<file path="src/rtl/mem_line_responder_pkg.sv">
// Shared encodings for the line responder: FSM states, cache line status
// codes and the default timing/geometry constants.
package mem_line_responder_pkg;

    localparam int DEFAULT_WAIT  = 2;
    localparam int DEFAULT_BEATS = 2;

    typedef enum logic [1:0] {
        ST_IDLE   = 2'd0,
        ST_WAIT   = 2'd1,
        ST_ACCESS = 2'd2,
        ST_RESP   = 2'd3
    } resp_state_e;

    typedef enum logic [1:0] {
        LINE_INVALID = 2'd0,
        LINE_CLEAN   = 2'd1,
        LINE_DIRTY   = 2'd2
    } line_status_e;

    // Width needed to hold values up to v-1, never less than one bit.
    function automatic int clog2_min1(input int v);
        return (v > 1) ? $clog2(v) : 1;
    endfunction

endpackage

</file>
<file path="src/rtl/mem_line_responder_wait_counter.sv">
// Down-counter used to insert idle cycles before each memory access.
// A load takes priority over a tick; the count parks at zero.
module wait_counter #(
    parameter int CNT_W = 1
) (
    input  logic             clk,
    input  logic             rst,
    input  logic             load,
    input  logic [CNT_W-1:0] load_val,
    input  logic             tick,
    output logic             zero
);

    logic [CNT_W-1:0] cnt;

    // Count register: reload on request, otherwise step down toward zero.
    always_ff @(posedge clk) begin
        if (rst) begin
            cnt <= '0;
        end else if (load) begin
            cnt <= load_val;
        end else if (tick && (cnt != '0)) begin
            cnt <= cnt - CNT_W'(1);
        end
    end

    assign zero = (cnt == '0);

endmodule

</file>
<file path="src/rtl/mem_line_responder.sv">
// Cache line transfer responder: accepts one fill or writeback request,
// then walks the line beat by beat against a backing memory with a
// configurable number of idle cycles before each access.
module mem_line_responder
    import mem_line_responder_pkg::*;
#(
    parameter int DATA_W = 32,
    parameter int ADDR_W = 32,
    parameter int BEATS  = DEFAULT_BEATS,
    parameter int WAIT   = DEFAULT_WAIT
) (
    input  logic                     clk,
    input  logic                     rst,
    input  logic                     req_valid,
    output logic                     req_ready,
    input  logic                     req_write,
    input  logic [ADDR_W-1:0]        req_addr,
    input  logic [DATA_W-1:0]        wr_data,
    output logic [$clog2(BEATS)-1:0] beat_idx,
    output logic                     beat_valid,
    output logic [DATA_W-1:0]        rd_data,
    output logic                     done,
    output logic                     mem_en,
    output logic                     mem_we,
    output logic [ADDR_W-1:0]        mem_addr,
    output logic [DATA_W-1:0]        mem_wdata,
    input  logic [DATA_W-1:0]        mem_rdata
);

    localparam int IDX_W      = $clog2(BEATS);
    localparam int BEAT_BYTES = DATA_W / 8;
    localparam int LINE_BYTES = BEATS * BEAT_BYTES;
    localparam int CNT_W      = clog2_min1(WAIT);
    localparam int WAIT_LD    = (WAIT > 0) ? WAIT - 1 : 0;

    localparam logic [ADDR_W-1:0] LINE_MASK = ~ADDR_W'(LINE_BYTES - 1);
    localparam logic [IDX_W-1:0]  LAST_IDX  = IDX_W'(BEATS - 1);

    resp_state_e       state;
    logic [ADDR_W-1:0] base_q;
    logic              write_q;
    logic [DATA_W-1:0] rd_q;
    logic              last_beat;
    logic              wc_load;
    logic              wc_tick;
    logic              wc_zero;

    assign last_beat = (beat_idx == LAST_IDX);

    // Reload the countdown whenever a WAIT phase is about to start.
    assign wc_load = ((state == ST_IDLE) && req_valid) ||
                     ((state == ST_RESP) && !last_beat);
    assign wc_tick = (state == ST_WAIT);

    wait_counter #(
        .CNT_W (CNT_W)
    ) u_wait_counter (
        .clk      (clk),
        .rst      (rst),
        .load     (wc_load),
        .load_val (CNT_W'(WAIT_LD)),
        .tick     (wc_tick),
        .zero     (wc_zero)
    );

    // Transfer sequencer; strobes are registered and set on entry to the
    // state that owns them, so they are high for exactly that one cycle.
    always_ff @(posedge clk) begin
        if (rst) begin
            state      <= ST_IDLE;
            beat_idx   <= '0;
            base_q     <= '0;
            write_q    <= 1'b0;
            rd_q       <= '0;
            req_ready  <= 1'b1;
            beat_valid <= 1'b0;
            done       <= 1'b0;
            mem_en     <= 1'b0;
            mem_we     <= 1'b0;
        end else begin
            beat_valid <= 1'b0;
            done       <= 1'b0;
            mem_en     <= 1'b0;
            mem_we     <= 1'b0;
            case (state)
                ST_IDLE: begin
                    if (req_valid) begin
                        base_q    <= req_addr & LINE_MASK;
                        write_q   <= req_write;
                        beat_idx  <= '0;
                        req_ready <= 1'b0;
                        if (WAIT == 0) begin
                            state  <= ST_ACCESS;
                            mem_en <= 1'b1;
                            mem_we <= req_write;
                        end else begin
                            state  <= ST_WAIT;
                        end
                    end
                end
                ST_WAIT: begin
                    if (wc_zero) begin
                        state  <= ST_ACCESS;
                        mem_en <= 1'b1;
                        mem_we <= write_q;
                    end
                end
                ST_ACCESS: begin
                    state      <= ST_RESP;
                    beat_valid <= 1'b1;
                    done       <= last_beat;
                end
                ST_RESP: begin
                    if (!write_q) begin
                        rd_q <= mem_rdata;
                    end
                    if (last_beat) begin
                        state     <= ST_IDLE;
                        req_ready <= 1'b1;
                    end else begin
                        beat_idx <= beat_idx + IDX_W'(1);
                        if (WAIT == 0) begin
                            state  <= ST_ACCESS;
                            mem_en <= 1'b1;
                            mem_we <= write_q;
                        end else begin
                            state  <= ST_WAIT;
                        end
                    end
                end
                default: begin
                    state <= ST_IDLE;
                end
            endcase
        end
    end

    // The base is line aligned and the offset is below the line size, so
    // the sum never disturbs the base bits.
    assign mem_addr  = mem_en ? (base_q + (ADDR_W'(beat_idx) * ADDR_W'(BEAT_BYTES))) : '0;
    assign mem_wdata = mem_en ? wr_data : '0;

    // Memory read data arrives during RESP; outside it the captured copy holds.
    assign rd_data = ((state == ST_RESP) && !write_q) ? mem_rdata : rd_q;

endmodule

</file>
<file path="config.mk">
export PLATFORM = sky130hd
export DESIGN_NAME = mem_line_responder
export DESIGN_NICKNAME = d
export VERILOG_FILES = /design/src/rtl/mem_line_responder_pkg.sv /design/src/rtl/mem_line_responder_wait_counter.sv /design/src/rtl/mem_line_responder.sv
export SDC_FILE = /design/constraint.sdc
export NUM_CORES = 1
export LEC_CHECK = 0
export CAP_MARGIN = 20
export CORE_MARGIN = 3
export CORE_UTILIZATION = 33
export CTS_CLUSTER_DIAMETER = 200
export DETAILED_ROUTE_END_ITERATION = 6
export PLACE_DENSITY = 0.76
export SLEW_MARGIN = 0
export SYNTH_ARGS = -nofsm -noshare
export SYNTH_HDL_FRONTEND = slang
export SYNTH_SLANG_ARGS = --single-unit
</file>
<file path="constraint.sdc">
create_clock -name clk -period 1.4 [get_ports clk]
set_input_delay 0.21 -clock clk [delete_from_list [all_inputs] [get_ports clk]]
set_output_delay 0.21 -clock clk [all_outputs]
set_load 0.1 [all_outputs]
</file>
==> impl_metrics.ini, run 1 <==
[timing]
fin_skew_ns = 0.00879
finalWorstSetupSlack_ns = -0.449
fin_crit_sh_pct = 132
rsz0062_at_grt = yes
max_freq_ghz = 0.541
setup_tns_ns = -22.23
slew_violations = 0
hold_viol_final = 0
whs_ns = 0.258
finalSetupViolCount = 97
min_period_ns = 1.85

[global_route]
grt_antenna_before_repair = 0
grt_pass1_wl_mm = 20.5
grt_pass1_vias = 3601
grt_max_degree = 23
grt.total_usage_pct = 23.8
overflow = 0

[finish]
antenna_cells = 0
nets = 669
synthToLayoutAreaGrowth_pct = 130
drive_gt1_share_pct = 49.3
fillerInstances = 503
instances_no_fill = 699

[floorplan]
num_io_pins = 202
die_area_sq_mm = 0.0109
die_y_um = 104
rows = 35
initial_core_util_pct = 34.3
core_region_area_sq_mm = 0.00933
die_x_um = 104

[clock_tree]
cts_buffer_depth = 2
cts_tree = built
cts.htree.levels = 3
cts_inserted_buffers = 9
root_buffer = clkbuf_8
insertion_delay_ns = 0.34
clk_pin_slew_ns = 0.08
hold_buffers = 0
clock-sinks = 71

[synth]
yosys.area_share.xor_xnor_pct = 0
synth_cells = 343
synth_seq_area_share_pct = 44.5
synth.distinct_cells = 25
synth_compound_area_share_pct = 6.46
async_reset_ff_share_pct = 0
synth_area_sq_mm = 0.00320
synthSimpleGateAreaFrac_pct = 28.2
syn_avg_cell_area_sq_um = 9.32
yosysWarnings = 0
synth_flop_cell = dfxtp_1
synth.area.mux_share_pct = 14.8
ys_ff_latch = 71
synth_top_family_by_area = simple AND/OR/NAND/NOR gates
synth-edff-count = 0
synth_adder_area_share_pct = 1.57

[detailed_routing]
vias_per_cell = 4.74
ant_nets = 0
first_pass_iters = 4
drt-total-wl_mm = 13.5
wl_per_cell_um = 19.4
initialDrtViolationCount = 83
vias = 3315
drc = 0

[place]
placed_cells = 661
gp_congestion = 0.865
portBuffers = 196
hpwl_mm = 8.46

[critical_path]
crit_slowest_cell = dfxtp_2
startpoint = state[1]$_SDFFE_PP0P_
r2r_cells = 7
r2r_start = state[0]$_SDFFE_PP0P_
worstReg2RegEnd = base_q[26]$_SDFFE_PP0P_
path_cells = ha_4 -> nand2b_4 -> buf_12 -> mux2_4 -> buf_12
cp_max_fo = 13
worst_path_largest_cell_delay_ns = 0.34
startpoint_type = flip-flop
critPathCaptureType = primary output
crit_type = reg -> out
path_common_cell = buf_12
cp_data_required_time_ns = 1.19
r2r_slack_ns = -0.01
arrival_ns = 1.64
endpoint = rd_data[15]

[run_status]
violations = setup timing
outcome = finished, violations left

[worst_hold_path]
hold_class = in -> reg

[power_and_ir_drop]
p_leak_uw = 0.00308
ir_drop_mv = 1.11
cellPowerDensity_mw_per_mm2 = 1670

[job]
drv_cap = 0
critical path: cells and delay by family, from the launching register on:
family                   cells  cell delay, ns
adder cells (fa/ha/maj)      1            0.16
flip-flops                   1            0.34
AND/OR/NAND/NOR              1            0.11
buffers and inverters        2            0.35
multiplexers                 1            0.34
final cells by class:
cell class	count	area [sq um]	area share [%]
repair buffers	235	3560	48.4
clock inverters	5	125	1.70
inverters	2	12.5	0.170
well taps	129	161	2.19
multi-input cells	246	1910	26.0
clock buffers	11	163	2.21
flip-flops and latches	71	1430	19.4
worst min-delay path by stage:
stage                     cells past startpoint  slack (ns)                     from                       to
after global routing                          2        0.26                      rst    rd_q[24]$_SDFFE_PP0N_
after detailed placement                      2        0.45   base_q[8]$_SDFFE_PP0P_   base_q[8]$_SDFFE_PP0P_
after global placement                        2        0.44  base_q[31]$_SDFFE_PP0P_  base_q[31]$_SDFFE_PP0P_
after CTS                                     2        0.23                      rst    rd_q[24]$_SDFFE_PP0N_
after floorplan                               1        0.28                      rst        mem_en$_SDFF_PP0_
final                                         2        0.26                      rst    rd_q[24]$_SDFFE_PP0N_
flip-flops by register name (all words and copies together) (netlist names):
name	flops
req_ready	1
u_wait_counter.cnt	1
beat_idx	1
mem_we	1
state	2
mem_en	1
write_q	1
rd_q	32
base_q	29
done	1
beat_valid	1
where the power goes:
group	total, uW	switching [uW]	internal [uW]
Sequential	2540	201	2340
Clock	2310	794	1520
Combinational	7420	4220	3200
Total	12300	5210	7060
cells in the final DEF (no fill, tap or decap), types with 2 or more instances in the layout:
cell type	n
a21oi_1	22
a21oi_2	12
and2_1	2
and2_4	63
buf_12	110
buf_16	4
buf_4	8
buf_6	11
buf_8	4
bufinv_16	4
clkbuf_16	3
clkbuf_8	10
clkdlybuf4s50_1	95
conb_1	2
dfxtp_1	67
dfxtp_2	3
ha_4	2
inv_4	2
mux2_4	32
nand2_1	56
nand2_2	6
nand2b_1	3
nor2b_1	32
repair_timing:
item / CTS / global route
gates cloned: 9 / 2
endpoints found under the setup margin: 149 / 133
resized for setup: 34 / 29
buffers inserted: 14 / 5
pin swaps: 23 / 7
logic make-up (layout without fill, tap and decap cells):
logic type,after synthesis,count (layout)
simple gates,169,169
flops,71,71
compound gates,39,39
mux,32,32
buf+inv,27,253
fa+ha+maj,4,4
other cells,1,2
synthesized netlist by cell type, types with 2 or more instances:
master / number / area share, %
buf_4: 2 / 0.47
inv_1: 2 / 0.24
nor2b_1: 33 / 6.5
clkbuf_1: 16 / 1.9
mux2_2: 2 / 0.70
buf_1: 3 / 0.35
a21oi_1: 34 / 5.3
mux2_4: 30 / 14
dfxtp_1: 71 / 44
and2_1: 65 / 13
buf_6: 4 / 1.4
nand2b_1: 4 / 0.78
ha_1: 4 / 1.6
nand2_1: 62 / 7.3
metal layers:
metal	vias to the layer above	routed length, um	part of all wire [%]	global-route usage (%)
met2	175	7160	53	44.4
li1	1536	-	-	-
met3	26	1340	9.9	9.44
met5	-	0	0	0
met1	1578	4730	35	23.7
met4	0	301	2.2	8.64
per-stage QoR:
| step | total power [uW] | util (%) | setup WS, ns | cell area [sq um] |
|---|---|---|---|---|
| finish | 12300 | 79.0 | -0.449 | 7360 |
| global route | 12700 | 79.0 | -0.514 | 7360 |
| CTS | 12200 | 78.8 | -0.473 | 7350 |
| detailed placement | 8910 | 70.3 | -0.135 | 6560 |
| global placement | 8790 | 70.3 | -0.123 | 6560 |
| floorplan | 6590 | - | -0.189 | 3400 |
(Power assumes the default switching activity.)
==> run 2, diff against run 1 <==
--- a/config.mk
+++ b/config.mk
@@ -8,7 +8,6 @@
 export CAP_MARGIN = 20
 export CORE_MARGIN = 3
 export CORE_UTILIZATION = 33
-export CTS_CLUSTER_DIAMETER = 200
 export DETAILED_ROUTE_END_ITERATION = 6
 export PLACE_DENSITY = 0.76
 export SLEW_MARGIN = 0
==> results of run 2 <==
Final layout, timing and power as in run 1 (identical DEF).
